$ cat src/rtl/adc_sequencer.sv
// Arbitrates the MAX10 ADC command/response interface between a periodic primary
// requester and a CPU stb/ack requester, one conversion in flight at a time.
module adc_sequencer #(
   parameter int unsigned PRIM_CHANNEL = 1,
   parameter int unsigned MAX_PRIM_RUN = 4,
   parameter int unsigned TIMEOUT      = 1023
) (
   input  logic        clk,
   input  logic        rst,
   input  logic        prim_req,
   output logic [11:0] prim_data,
   output logic        prim_stb,
   input  logic [31:0] in,
   input  logic        in_stb,
   output logic        in_ack,
   output logic [31:0] out,
   output logic        out_stb,
   input  logic        out_ack,
   output logic        command_valid,
   output logic [4:0]  command_channel,
   output logic        command_startofpacket,
   output logic        command_endofpacket,
   input  logic        command_ready,
   input  logic        response_valid,
   input  logic [4:0]  response_channel,
   input  logic [11:0] response_data,
   input  logic        status_clr,
   output logic [31:0] status
);

   localparam int unsigned TW = $clog2(TIMEOUT + 2);
   localparam int unsigned RW = $clog2(MAX_PRIM_RUN + 2);

   typedef enum logic [2:0] {
      S_IDLE,
      S_CMD,
      S_WAIT,
      S_DELIVER,
      S_ABORT
   } state_t;

   state_t          state_q,        state_d;
   logic [TW-1:0]   timer_q,        timer_d;
   logic [RW-1:0]   run_q,          run_d;
   logic            prim_pending_q, prim_pending_d;
   logic            sec_pending_q,  sec_pending_d;
   logic [4:0]      sec_chan_q,     sec_chan_d;
   logic            sel_sec_q,      sel_sec_d;
   logic            cmd_valid_q,    cmd_valid_d;
   logic [4:0]      cmd_chan_q,     cmd_chan_d;
   logic [11:0]     prim_data_q,    prim_data_d;
   logic            prim_stb_q,     prim_stb_d;
   logic            in_ack_q,       in_ack_d;
   logic [31:0]     out_q,          out_d;
   logic            out_stb_q,      out_stb_d;
   logic [7:0]      ovr_q,          ovr_d;
   logic [7:0]      tmo_q,          tmo_d;
   logic [7:0]      mis_q,          mis_d;
   logic [31:0]     status_q,       status_d;
   logic            prim_inflight;
   logic            unused_in;

   assign unused_in = ^in[31:5];

   function automatic logic [7:0] sat_inc(input logic [7:0] v);
      return (v == 8'hFF) ? v : v + 8'd1;
   endfunction

   always_comb begin
      state_d        = state_q;
      timer_d        = timer_q;
      run_d          = run_q;
      prim_pending_d = prim_pending_q;
      sec_pending_d  = sec_pending_q;
      sec_chan_d     = sec_chan_q;
      sel_sec_d      = sel_sec_q;
      cmd_valid_d    = cmd_valid_q;
      cmd_chan_d     = cmd_chan_q;
      prim_data_d    = prim_data_q;
      prim_stb_d     = 1'b0;
      in_ack_d       = 1'b0;
      out_d          = out_q;
      out_stb_d      = out_stb_q;
      ovr_d          = ovr_q;
      tmo_d          = tmo_q;
      mis_d          = mis_q;

      // A primary request during an undelivered primary merges into it and counts as overrun
      prim_inflight = ((state_q == S_CMD) || (state_q == S_WAIT)) && !sel_sec_q;
      if (prim_req) begin
         if (prim_pending_q || prim_inflight) ovr_d = sat_inc(ovr_q);
         else                                 prim_pending_d = 1'b1;
      end

      if (in_stb && !sec_pending_q && !out_stb_q) begin
         in_ack_d      = 1'b1;
         sec_pending_d = 1'b1;
         sec_chan_d    = in[4:0];
      end

      if (out_stb_q && out_ack) out_stb_d = 1'b0;

      case (state_q)
         S_IDLE: begin
            if (sec_pending_q && (!prim_pending_q || (run_q == RW'(MAX_PRIM_RUN)))) begin
               sec_pending_d = 1'b0;
               run_d         = '0;
               sel_sec_d     = 1'b1;
               cmd_chan_d    = sec_chan_q;
               cmd_valid_d   = 1'b1;
               state_d       = S_CMD;
            end else if (prim_pending_q) begin
               prim_pending_d = 1'b0;
               if (sec_pending_q && (run_q != RW'(MAX_PRIM_RUN))) run_d = run_q + RW'(1);
               sel_sec_d      = 1'b0;
               cmd_chan_d     = 5'(PRIM_CHANNEL);
               cmd_valid_d    = 1'b1;
               state_d        = S_CMD;
            end
         end
         S_CMD: begin
            if (command_ready) begin
               cmd_valid_d = 1'b0;
               state_d     = S_WAIT;
            end else if (timer_q == TW'(TIMEOUT)) begin
               cmd_valid_d = 1'b0;
               state_d     = S_ABORT;
            end
         end
         S_WAIT: begin
            if (response_valid && (response_channel == cmd_chan_q)) begin
               if (sel_sec_q) begin
                  out_d     = {1'b0, 10'd0, cmd_chan_q, 4'd0, response_data};
                  out_stb_d = 1'b1;
               end else begin
                  prim_data_d = response_data;
                  prim_stb_d  = 1'b1;
               end
               state_d = S_DELIVER;
            end else begin
               if (response_valid) mis_d = sat_inc(mis_q);
               if (timer_q == TW'(TIMEOUT)) state_d = S_ABORT;
            end
         end
         S_DELIVER: state_d = S_IDLE;
         S_ABORT: begin
            tmo_d = sat_inc(tmo_q);
            if (sel_sec_q) begin
               out_d     = {1'b1, 10'd0, cmd_chan_q, 16'd0};
               out_stb_d = 1'b1;
            end
            state_d = S_IDLE;
         end
         default: state_d = S_IDLE;
      endcase

      if (state_d != state_q)                            timer_d = '0;
      else if ((state_q == S_CMD) || (state_q == S_WAIT)) timer_d = timer_q + TW'(1);

      if (status_clr) begin
         ovr_d = '0;
         tmo_d = '0;
         mis_d = '0;
      end

      status_d = {7'd0, (state_d != S_IDLE), mis_d, tmo_d, ovr_d};
   end

   always_ff @(posedge clk) begin
      if (rst) begin
         state_q        <= S_IDLE;
         timer_q        <= '0;
         run_q          <= '0;
         prim_pending_q <= 1'b0;
         sec_pending_q  <= 1'b0;
         sec_chan_q     <= '0;
         sel_sec_q      <= 1'b0;
         cmd_valid_q    <= 1'b0;
         cmd_chan_q     <= '0;
         prim_data_q    <= '0;
         prim_stb_q     <= 1'b0;
         in_ack_q       <= 1'b0;
         out_q          <= '0;
         out_stb_q      <= 1'b0;
         ovr_q          <= '0;
         tmo_q          <= '0;
         mis_q          <= '0;
         status_q       <= '0;
      end else begin
         state_q        <= state_d;
         timer_q        <= timer_d;
         run_q          <= run_d;
         prim_pending_q <= prim_pending_d;
         sec_pending_q  <= sec_pending_d;
         sec_chan_q     <= sec_chan_d;
         sel_sec_q      <= sel_sec_d;
         cmd_valid_q    <= cmd_valid_d;
         cmd_chan_q     <= cmd_chan_d;
         prim_data_q    <= prim_data_d;
         prim_stb_q     <= prim_stb_d;
         in_ack_q       <= in_ack_d;
         out_q          <= out_d;
         out_stb_q      <= out_stb_d;
         ovr_q          <= ovr_d;
         tmo_q          <= tmo_d;
         mis_q          <= mis_d;
         status_q       <= status_d;
      end
   end

   assign prim_data             = prim_data_q;
   assign prim_stb              = prim_stb_q;
   assign in_ack                = in_ack_q;
   assign out                   = out_q;
   assign out_stb               = out_stb_q;
   assign command_valid         = cmd_valid_q;
   assign command_channel       = cmd_chan_q;
   assign command_startofpacket = cmd_valid_q;
   assign command_endofpacket   = cmd_valid_q;
   assign status                = status_q;

endmodule

$ cat config.mk
export PLATFORM = sky130hd
export DESIGN_NAME = adc_sequencer
export DESIGN_NICKNAME = d
export VERILOG_FILES = /design/src/rtl/adc_sequencer.sv
export SDC_FILE = /design/constraint.sdc
export NUM_CORES = 1
export LEC_CHECK = 0
export CAP_MARGIN = 15
export CELL_PAD_IN_SITES_DETAIL_PLACEMENT = 0
export CELL_PAD_IN_SITES_GLOBAL_PLACEMENT = 2
export CORE_AREA = 2 2 133 122
export CTS_BUF_LIST = sky130_fd_sc_hd__clkbuf_2 sky130_fd_sc_hd__clkbuf_4 sky130_fd_sc_hd__clkbuf_8
export DETAILED_ROUTE_END_ITERATION = 8
export DIE_AREA = 0 0 135 124
export GPL_TIMING_DRIVEN = 0
export MAX_ROUTING_LAYER = met4
export PLACE_DENSITY_LB_ADDON = 0.3
export SYNTH_ARGS = -nofsm -noshare
export SYNTH_HDL_FRONTEND = slang
export SYNTH_SLANG_ARGS = --single-unit
$ cat constraint.sdc
create_clock -name clk -period 2.1 [get_ports clk]
set_input_delay 0.21 -clock clk [delete_from_list [all_inputs] [get_ports clk]]
set_output_delay 0.21 -clock clk [all_outputs]
set_load 0.01 [all_outputs]
==> results.sh <==
export IMPL_yosys_warnings=0
export IMPL_rr_worst_depth=7
export IMPL_htreeDepth=3
export IMPL_final_area_um2=5598
export IMPL_irDropWorstVdd_uv=278.4
export IMPL_ant_nets=0
export IMPL_grt_pass1_vias=3266
export IMPL_die_y_um=124
export IMPL_netlist_area_um2=4058
export IMPL_drive_gt1_frac=0.1121
export IMPL_fin_skew_ns=0.01439
export IMPL_worst_slew_pin_slew_ns=0.7399
export IMPL_r2r_end="timer_q[8]$_SDFFE_PP0P_"
export IMPL_ios=144
export IMPL_ys_seq_elements=89
export IMPL_via_per_inst=4.355
export IMPL_yosys_most_used_dff="dfxtp_1"
export IMPL_place_hpwl_um=7753
export IMPL_cp_max_fo=10
export IMPL_diodes=0
export IMPL_cp_arrival_ns=2.25
export IMPL_startpoint_type="flop"
export IMPL_post_dp_cell_area_um2=5336
export IMPL_clk_latency_ns=0.37
export IMPL_dr_pass1_iters=4
export IMPL_fin_crit_ns=1.987
export IMPL_drc=0
export IMPL_slowest_stage="or4_1"
export IMPL_cts_hold_buf=0
export IMPL_cts_buffers_inserted=9
export IMPL_grt_max_degree=15
export IMPL_die_area_um2=16740
export IMPL_power_density_nw_per_um2=653.5
export IMPL_grt_total_usage=0.1324
export IMPL_antenna_found_initial=0
export IMPL_max_freq_mhz=503.1
export IMPL_leakagePower_nw=2.139
export IMPL_min_from="response_data[4]"
export IMPL_fin_util=0.3664
export IMPL_min_to="out[4]$_SDFFE_PP0P_"
export IMPL_clockRootBuffer="clkbuf_8"
export IMPL_start_util=0.2656
export IMPL_crit_path_end_kind="flop"
export IMPL_fp_row_count=43
export IMPL_path_clk_slew_ns=0.09
export IMPL_status="finished clean"
export IMPL_fin_crit_sh=0.9464
export IMPL_nFillCells=1580
export IMPL_grt_setup_unrepaired="no"
export IMPL_crit_type="reg -> reg"
export IMPL_grt_pass1_wl_um=16630
export IMPL_slowest_delay_ns=0.50
export IMPL_nets=638
export IMPL_hold_slack_ns=0.4262
export IMPL_reg2reg_slack_ns=0.11
export IMPL_wl_per_cell_um=13.47
export IMPL_yosysSeqAreaShare=0.4391
export IMPL_hold_viol_final=0
export IMPL_area_growth_pct=37.96
export IMPL_portBuffers=95
export IMPL_synth_cells=447
export IMPL_cap_violations=0
export IMPL_cp_startpoint="timer_q[1]$_SDFFE_PP0P_"
export IMPL_async_flop_share=0
export IMPL_setup_viol=0
export IMPL_required_ns=2.36
export IMPL_synth_edf_count=0
export IMPL_finalMaxSlewViolations=0
export IMPL_hold_depth=3
export IMPL_cts_sinks=89
export IMPL_grt_overflow=0
export IMPL_finalSetupTns_ns=0
export IMPL_hold_class="in -> reg"
export IMPL_clockBufferDepth=2
export IMPL_multiInputGateArea_um2=2021
export IMPL_rr_startpoint="timer_q[1]$_SDFFE_PP0P_"
export IMPL_routabilityCongestion=0.7736
export IMPL_path_cells="ha_1 > nand2_1 > or4_1 > a311o_1 > o211ai_2 > buf_6 > nor2_1"
export IMPL_drt_first_iter_violations=172
export IMPL_core_um2=15280
export IMPL_cts_tree="done"
export IMPL_finalWirelength_um=10530
export IMPL_vias=3406
export IMPL_seqCellArea_um2=1783
export IMPL_slew_headroom=0.5015
export IMPL_power_w=0.003658
export IMPL_die_w_um=135
export IMPL_synth_distinct_cells=54
export IMPL_syn_area_per_cell_um2=9.077
## state kept, by name (all words and copies together), names as in the netlist, 3 cells and up
name / count
command_channel: 5
sec_chan_q: 5
run_q: 3
tmo_q: 7
ovr_q: 7
status: 4
state_q: 3
mis_q: 7
prim_data: 12
timer_q: 11
out: 18
## worst max path at each step
stage / to / slack, ns / cells past startpoint
finish: timer_q[8]$_SDFFE_PP0P_ / 0.11 / 7
global route: timer_q[8]$_SDFFE_PP0P_ / 0.03 / 7
CTS: out[18]$_SDFFE_PP0P_ / 0.06 / 6
detailed placement: out[18]$_SDFFE_PP0P_ / -0.29 / 7
global placement: out[18]$_SDFFE_PP0P_ / -0.25 / 7
floorplan: timer_q[0]$_SDFFE_PP0P_ / 0.32 / 7
## stage by stage
stage               std cells  worst slack (ns)
finish                    782            0.1125
floorplan                 467            0.3168
global placement          764           -0.2471
global route              782           0.02596
CTS                       782           0.05804
detailed placement        764           -0.2852
## worst max-delay path, delay by kind of cell, from the launching register on
| family | cells | cell delay, ns |
|---|---|---|
| buffers and inverters | 1 | 0.17 |
| DFF | 1 | 0.37 |
| and+or+nand+nor | 3 | 0.64 |
| adders and majority gates | 1 | 0.21 |
| AOI/OAI and AO/OA | 2 | 0.50 |
## per-layer routing
layer | GRT usage | vias to the layer above | share of wire
met1 | 0.1663 | 1590 | 0.47
met5 | - | - | 0
met2 | 0.2078 | 69 | 0.48
li1 | - | 1745 | -
met3 | 0.03989 | 2 | 0.042
met4 | 0.03711 | 0 | 0.0058
## cell type report
class,instances,share of cell area
Buffer,48,0.05521
Clock buffer,11,0.02593
Inverter,8,0.005364
Tap cell,202,0.04515
Clock inverter,5,0.01408
Sequential cell,89,0.3185
Multi-Input combinational cell,322,0.3610
Timing Repair Buffer,97,0.1748
## kinds of logic after synthesis
logic type / count (synthesis) / share of synthesized area
DFF: 89 / 0.4391
muxes: 28 / 0.06907
buffers and inverters: 56 / 0.08264
and+or+nand+nor: 182 / 0.2266
adders and majority gates: 6 / 0.01850
xor gates and xnor gates: 34 / 0.07339
other: 1 / 0.0009242
AOI/OAI and AO/OA: 51 / 0.08973
## where the power goes
part,switching [W],internal (W),total [W]
Sequential,0.0000453,0.00173,0.00178
Clock,0.000611,0.000714,0.00133
Combinational,0.000288,0.000264,0.000553
Total,0.000945,0.00271,0.00366
## cells in the mapped netlist, drive strengths merged (10+ instances only)
| cell type | n | area share |
|---|---|---|
| dfxtp | 89 | 0.44 |
| xnor2 | 14 | 0.030 |
| nor2 | 70 | 0.065 |
| nand2 | 23 | 0.021 |
| nand2b | 16 | 0.025 |
| a21oi | 22 | 0.028 |
| buf | 37 | 0.065 |
| clkbuf | 11 | 0.010 |
| nand3 | 26 | 0.032 |
| nand4 | 10 | 0.015 |
| xor2 | 20 | 0.043 |
| mux2i | 28 | 0.069 |
## placed cells by master (no fill, tap or decap), types with 5 or more instances in the layout
| cell type | synthesis | layout |
|---|---|---|
| clkdlybuf4s50_1 | 0 | 95 |
| dfxtp_1 | 89 | 88 |
| nor2_1 | 69 | 69 |
| buf_4 | 30 | 30 |
| mux2i_1 | 28 | 28 |
| nand3_1 | 26 | 26 |
| nand2_1 | 23 | 23 |
| a21oi_1 | 21 | 21 |
| conb_1 | 1 | 21 |
| xor2_1 | 20 | 20 |
| nand2b_1 | 16 | 16 |
| xnor2_1 | 14 | 14 |
| clkbuf_1 | 11 | 11 |
| nand4_1 | 10 | 10 |
| clkbuf_8 | 0 | 10 |
| inv_1 | 8 | 8 |
| nor3_1 | 6 | 6 |
| ha_1 | 6 | 6 |
| and3_1 | 5 | 5 |
## what timing repair did
| action | in CTS | in global routing |
|---|---|---|
| buffers inserted | 2 | 0 |
| endpoints found under the setup margin | 14 | 27 |
| pin swaps | 1 | 0 |
| gates resized for setup | 0 | 3 |
(Power assumes the default switching activity.)
